--- config.mk ---
export PLATFORM = sky130hd
export DESIGN_NAME = axil_bram_ctrl
export DESIGN_NICKNAME = d
export VERILOG_FILES = /design/src/rtl/axil_bram_ctrl.sv
export SDC_FILE = /design/constraint.sdc
export NUM_CORES = 1
export LEC_CHECK = 0
export ABC_AREA = 1
export BUFFER_PORTS_ARGS = -buffer_cell sky130_fd_sc_hd__buf_2
export CELL_PAD_IN_SITES_DETAIL_PLACEMENT = 1
export CELL_PAD_IN_SITES_GLOBAL_PLACEMENT = 1
export CORE_MARGIN = 2
export CORE_UTILIZATION = 26
export CTS_CLUSTER_DIAMETER = 60
export DETAILED_ROUTE_END_ITERATION = 8
export HOLD_SLACK_MARGIN = 0.05
export PLACE_DENSITY_LB_ADDON = 0.1
export SYNTH_ARGS = -nofsm -noshare
export SYNTH_HDL_FRONTEND = slang
export SYNTH_SLANG_ARGS = --single-unit
--- constraint.sdc ---
create_clock -name MCLK -period 1.3 [get_ports MCLK]
set_input_delay 0.26 -clock MCLK [delete_from_list [all_inputs] [get_ports MCLK]]
set_output_delay 0.26 -clock MCLK [all_outputs]
set_load 0.005 [all_outputs]
--- src/rtl/axil_bram_ctrl.sv ---
// -----------------------------------------------------------------------------
// axil_bram_ctrl
//   AXI4-Lite slave that bridges single-beat reads and writes onto a simple
//   synchronous BRAM port. Only one transaction can be in flight at a time.
//   A write is accepted only when the address and data arrive together. A
//   write wins over a read that is requested in the same cycle.
//
// Ports
//   MCLK, MRESET       sole clock (rising edge); synchronous active-high reset
//   S_AXI_AW*/W*/B*    AXI4-Lite write address, write data, write response
//   S_AXI_AR*/R*       AXI4-Lite read address, read data
//   MEN/MADDR/MDIN/MWE BRAM strobe, byte address (word aligned), write data,
//                      per-byte write enables
//   MDOUT              BRAM read data, valid the cycle after a read strobe
//
// Configuration
//   AXIL_BRAM_CTRL_RANGE_CHECK_EN  when defined, any address with a bit set
//                                  above MADDR_W-1 gets SLVERR and no BRAM
//                                  strobe. When undefined, the upper bits are
//                                  ignored, so such addresses alias.
// -----------------------------------------------------------------------------
module axil_bram_ctrl #(
    parameter  int MEM_DEPTH = 1048576,
    localparam int MADDR_W   = $clog2(MEM_DEPTH)
) (
    input  logic               MCLK,
    input  logic               MRESET,
    input  logic [31:0]        S_AXI_AWADDR,
    input  logic               S_AXI_AWVALID,
    output logic               S_AXI_AWREADY,
    input  logic [31:0]        S_AXI_WDATA,
    input  logic [3:0]         S_AXI_WSTRB,
    input  logic               S_AXI_WVALID,
    output logic               S_AXI_WREADY,
    output logic [1:0]         S_AXI_BRESP,
    output logic               S_AXI_BVALID,
    input  logic               S_AXI_BREADY,
    input  logic [31:0]        S_AXI_ARADDR,
    input  logic               S_AXI_ARVALID,
    output logic               S_AXI_ARREADY,
    output logic [31:0]        S_AXI_RDATA,
    output logic [1:0]         S_AXI_RRESP,
    output logic               S_AXI_RVALID,
    input  logic               S_AXI_RREADY,
    output logic               MEN,
    output logic [MADDR_W-1:0] MADDR,
    output logic [31:0]        MDIN,
    output logic [3:0]         MWE,
    input  logic [31:0]        MDOUT
);

    typedef enum logic [2:0] {
        IDLE  = 3'd0,
        WR    = 3'd1,
        WRESP = 3'd2,
        RD    = 3'd3,
        RCAP  = 3'd4,
        RRESP = 3'd5
    } state_t;

    state_t               state_q, state_d;
    logic [MADDR_W-3:0]   word_q, word_d;     // word address; byte offset is dropped
    logic [31:0]          wdata_q, wdata_d;
    logic [3:0]           wstrb_q, wstrb_d;
    logic [31:0]          rdata_q, rdata_d;
    logic                 oor_q, oor_d;       // captured address is out of range
    logic                 aw_acc_s, ar_acc_s;
    logic [31:0]          unused_addr_s;

    // Byte-offset bits, and in the default build the upper bits, carry no meaning.
    assign unused_addr_s = S_AXI_AWADDR ^ S_AXI_ARADDR;

`ifdef AXIL_BRAM_CTRL_RANGE_CHECK_EN
    function automatic logic addr_out_of_range(input logic [31:0] addr);
        addr_out_of_range = |(addr >> MADDR_W);
    endfunction
`endif

    // Next state, request capture and address-channel accept decisions
    always_comb begin
        state_d  = state_q;
        word_d   = word_q;
        wdata_d  = wdata_q;
        wstrb_d  = wstrb_q;
        rdata_d  = rdata_q;
        oor_d    = oor_q;
        aw_acc_s = 1'b0;
        ar_acc_s = 1'b0;
        if (MRESET) begin
            // Reset overrides any handshake offered in the same cycle.
            state_d = IDLE;
        end else begin
            case (state_q)
                IDLE: begin
                    if (S_AXI_AWVALID && S_AXI_WVALID) begin
                        aw_acc_s = 1'b1;
                        word_d   = S_AXI_AWADDR[MADDR_W-1:2];
                        wdata_d  = S_AXI_WDATA;
                        wstrb_d  = S_AXI_WSTRB;
`ifdef AXIL_BRAM_CTRL_RANGE_CHECK_EN
                        oor_d    = addr_out_of_range(S_AXI_AWADDR);
`else
                        oor_d    = 1'b0;
`endif
                        state_d  = WR;
                    end else if (S_AXI_ARVALID) begin
                        ar_acc_s = 1'b1;
                        word_d   = S_AXI_ARADDR[MADDR_W-1:2];
`ifdef AXIL_BRAM_CTRL_RANGE_CHECK_EN
                        oor_d    = addr_out_of_range(S_AXI_ARADDR);
`else
                        oor_d    = 1'b0;
`endif
                        state_d  = RD;
                    end else begin
                        state_d  = IDLE;
                    end
                end
                WR:    state_d = WRESP;
                WRESP: state_d = S_AXI_BREADY ? IDLE : WRESP;
                RD:    state_d = RCAP;
                RCAP: begin
                    // An out-of-range read never strobed the BRAM, so return zero.
                    rdata_d = oor_q ? 32'h0000_0000 : MDOUT;
                    state_d = RRESP;
                end
                RRESP:   state_d = S_AXI_RREADY ? IDLE : RRESP;
                default: state_d = IDLE;
            endcase
        end
    end

    // State and capture registers
    always_ff @(posedge MCLK) begin
        if (MRESET) begin
            state_q <= IDLE;
            word_q  <= {(MADDR_W-2){1'b0}};
            wdata_q <= 32'h0000_0000;
            wstrb_q <= 4'h0;
            rdata_q <= 32'h0000_0000;
            oor_q   <= 1'b0;
        end else begin
            state_q <= state_d;
            word_q  <= word_d;
            wdata_q <= wdata_d;
            wstrb_q <= wstrb_d;
            rdata_q <= rdata_d;
            oor_q   <= oor_d;
        end
    end

    // Output decode: AXI handshakes/responses and the one-cycle BRAM strobe
    always_comb begin
        S_AXI_AWREADY = aw_acc_s;
        S_AXI_WREADY  = aw_acc_s;
        S_AXI_ARREADY = ar_acc_s;
        S_AXI_BVALID  = 1'b0;
        S_AXI_BRESP   = 2'b00;
        S_AXI_RVALID  = 1'b0;
        S_AXI_RRESP   = 2'b00;
        S_AXI_RDATA   = 32'h0000_0000;
        MEN           = 1'b0;
        MADDR         = {MADDR_W{1'b0}};
        MDIN          = 32'h0000_0000;
        MWE           = 4'h0;
        if (!MRESET) begin
            case (state_q)
                WR: begin
                    MEN   = ~oor_q;
                    MWE   = oor_q ? 4'h0 : wstrb_q;
                    MADDR = {word_q, 2'b00};
                    MDIN  = wdata_q;
                end
                RD: begin
                    MEN   = ~oor_q;
                    MADDR = {word_q, 2'b00};
                end
                WRESP: begin
                    S_AXI_BVALID = 1'b1;
                    S_AXI_BRESP  = oor_q ? 2'b10 : 2'b00;
                end
                RRESP: begin
                    S_AXI_RVALID = 1'b1;
                    S_AXI_RRESP  = oor_q ? 2'b10 : 2'b00;
                    S_AXI_RDATA  = rdata_q;
                end
                default: begin
                end
            endcase
        end else begin
        end
    end

endmodule

==> impl_metrics.json <==
{
  "yosys_warnings": 0,
  "path_max_fanout": 8,
  "grt_antenna_before_repair": 1,
  "portBuffers": 202,
  "period_needed_ns": 1.68,
  "cts_tree": "built",
  "cts_buffers": 9,
  "grt_max_degree": 65,
  "regToRegSetupSlack_ns": -0.18,
  "root_buffer": "clkbuf_16",
  "hold_viol": 0,
  "dpl.hpwl_um": 9710,
  "worstReg2RegStart": "state_q[0]$_SDFF_PP0_",
  "wl_met3_um": 880,
  "synth_seq_cells": 89,
  "min_to": "wstrb_q[1]$_SDFFE_PP0P_",
  "fp.dieW_um": 129,
  "dp_slack_ns": -0.101,
  "post_dp_cell_area_um2": 5440,
  "violations": "setup timing",
  "whs_path_depth": 3,
  "start_kind": "flip-flop",
  "crit_path_end_kind": "output pin",
  "maxCapViolCount": 0,
  "critPathSlowestCell": "dfxtp_2",
  "setup_ws_ns": -0.382,
  "grt_pass1_wl_um": 21400,
  "wirelength_um": 16500,
  "antenna_left": 0,
  "finalInstanceArea_um2": 7110,
  "dieArea_um2": 16700,
  "gp_congestion": 0.742,
  "critPathMaxStageDelay_ns": 0.34,
  "rr_worst_depth": 7,
  "chipHeight_um": 129,
  "core_area_um2": 15300,
  "setup_viol": 172,
  "period_share_pct": 129,
  "pin_count": 237,
  "nets": 989,
  "overflow": 0,
  "vdd.ir_drop.worst_uv": 706,
  "htreeDepth": 3,
  "synth_cell_types": 23,
  "arrival_ns": 1.42,
  "finalClockSkew_ns": 0.0118,
  "ys_seq_area_share_pct": 43.6,
  "fmax_mhz": 595,
  "cts.sinks": 89,
  "clkSlewWorstSetupHoldPaths_ns": 0.07,
  "met1_length_um": 7000,
  "rsz0062_at_grt": "true",
  "crit_top_cell": "buf_6",
  "r2r-end": "wdata_q[5]$_SDFFE_PP0P_",
  "diodes": 0,
  "drt-initial-drc-count": 117,
  "worst_ep_required_time_ns": 1.04,
  "grt.total_usage_pct": 16.1,
  "syn_area_um2": 4090,
  "numPlacedInstances": 1019,
  "final_max_slew_viol_count": 0,
  "clk_latency_ns": 0.34,
  "hold_class": "input port to flip-flop",
  "clockBufferDepth": 2,
  "area_delta_synth_final_pct": 74.0,
  "path_cells": "buf_6 -> nand4_1 -> buf_6 -> buf_16 -> nor2_4 -> buf_2",
  "syn_inst": 611,
  "drtPass1Iterations": 4,
  "drive_gt1_share_pct": 50.8,
  "drc": 0,
  "wl_per_cell_um": 15.5,
  "avgViaCountPerCell": 4.40,
  "min_from": "S_AXI_WSTRB[1]",
  "initial_core_util_pct": 26.8,
  "met2WireLength_um": 8440,
  "powerDensity_nw_per_um2": 1100,
  "leakage_nw": 3.34,
  "cts_hold_buf": 0,
  "grt_pass1_vias": 4509,
  "num_rows": 45,
  "status": "complete, but fails checks",
  "critPathKind": "flip-flop to output pin",
  "topRoutingLayerUsed": "met4",
  "vias": 4683,
  "avgSynthCellArea_um2": 6.69,
  "instances_no_fill": 1065
}
power breakdown:
| group | leakage (nW) | internal (mW) | switching (mW) | total (mW) |
|---|---|---|---|---|
| sequential | 0.730 | 2.98 | 0.0760 | 3.06 |
| combinational | 2.46 | 0.880 | 1.08 | 1.96 |
| clock | 0.152 | 1.69 | 1.13 | 2.81 |
| total | 3.34 | 5.55 | 2.29 | 7.83 |
worst max-delay path by stage:
stage | slack [ns] | end | startpoint
global placement | -0.06 | MADDR[7] | MRESET
CTS | -0.36 | MADDR[19] | state_q[0]$_SDFF_PP0_
floorplan | -0.04 | S_AXI_WREADY | state_q[0]$_SDFF_PP0_
global route | -0.47 | S_AXI_RDATA[18] | state_q[0]$_SDFF_PP0_
detailed placement | -0.10 | S_AXI_RDATA[3] | MRESET
finish | -0.38 | S_AXI_RDATA[15] | state_q[0]$_SDFF_PP0_
registers in the layout (all words and copies together) (netlist names):
| signal | count |
|---|---|
| rdata_q | 32 |
| state_q | 3 |
| wdata_q | 32 |
| word_q | 18 |
| wstrb_q | 4 |
metal layers:
layer	track usage (%)	up-vias
li1	-	2327
met3	3.72	12
met1	20.0	2220
met4	4.86	0
met5	0	-
met2	27.6	124
cell usage in the layout, fill, tap and decap left out, types with 20 or more instances in the layout:
master / netlist / layout
a21oi_1: 69 / 54
dfxtp_1: 89 / 86
nor2_4: 0 / 46
nand2_1: 135 / 132
inv_1: 62 / 59
nor2_1: 161 / 77
nor2_2: 1 / 39
buf_2: 15 / 194
clkbuf_16: 0 / 20
buf_4: 13 / 29
o21ai_2: 0 / 27
per-stage QoR:
step	hold WS, ns	util [%]	TNS [ns]	power (mW)
after floorplan	0.409	-	-0.0372	3.93
after global placement	0.437	35.6	-1.84	4.39
after detailed placement	0.445	35.6	-3.41	4.44
after CTS	0.141	39.6	-30.70	7.41
after global routing	0.155	46.6	-51.96	8.26
final	0.160	46.6	-39.10	7.83
synthesized netlist by cell type:
cell	instances	share of area, %
nand3_4	1	0.43
buf_6	10	2.8
conb_1	1	0.092
nor2_2	1	0.15
inv_4	1	0.15
inv_1	62	5.7
a21oi_1	69	8.5
nand3_1	4	0.49
buf_1	1	0.092
dfxtp_1	89	44
nand2_1	135	12
nor2_8	1	0.49
nor4_1	1	0.15
nand3_2	2	0.49
inv_2	1	0.092
clkbuf_1	7	0.64
o21ai_1	6	0.74
buf_4	13	2.4
nor2_1	161	15
nand2_4	2	0.55
o21ai_0	26	3.2
buf_2	15	1.8
nand4_1	2	0.31
cell type report:
cell class / count / area (um^2)
clock buffer: 9 / 225
clock inverter: 6 / 90.1
fill: 1911 / 8150
inverter: 64 / 250
multi-input combinational: 418 / 2490
sequential: 89 / 1790
tap: 211 / 264
timing repair buffer: 268 / 2000
worst max-delay path: cells and delay by family, from the launching register on:
family                 cells  cell delay [ns]
buffers and inverters      4             0.55
and+or+nand+nor            2             0.19
DFF                        1             0.34
repair_timing:
action	4_1_cts	5_1_grt
endpoints found under the setup margin	94	179
pin swaps	4	10
resized for setup	68	186
setup buffers	7	5
gates cloned	2	18
cells by family (layout without fill, tap and decap cells):
| kind of cell | count (synthesis) | count (layout) | share of synthesized area, % |
|---|---|---|---|
| flip-flops | 89 | 89 | 43.6 |
| AO/OA/AOI/OAI | 101 | 101 | 12.4 |
| other | 1 | 6 | 0.0918 |
| buffers and inverters | 110 | 347 | 13.7 |
| AND/OR/NAND/NOR | 310 | 311 | 30.3 |
No activity file was read; power rests on OpenSTA's default activity.
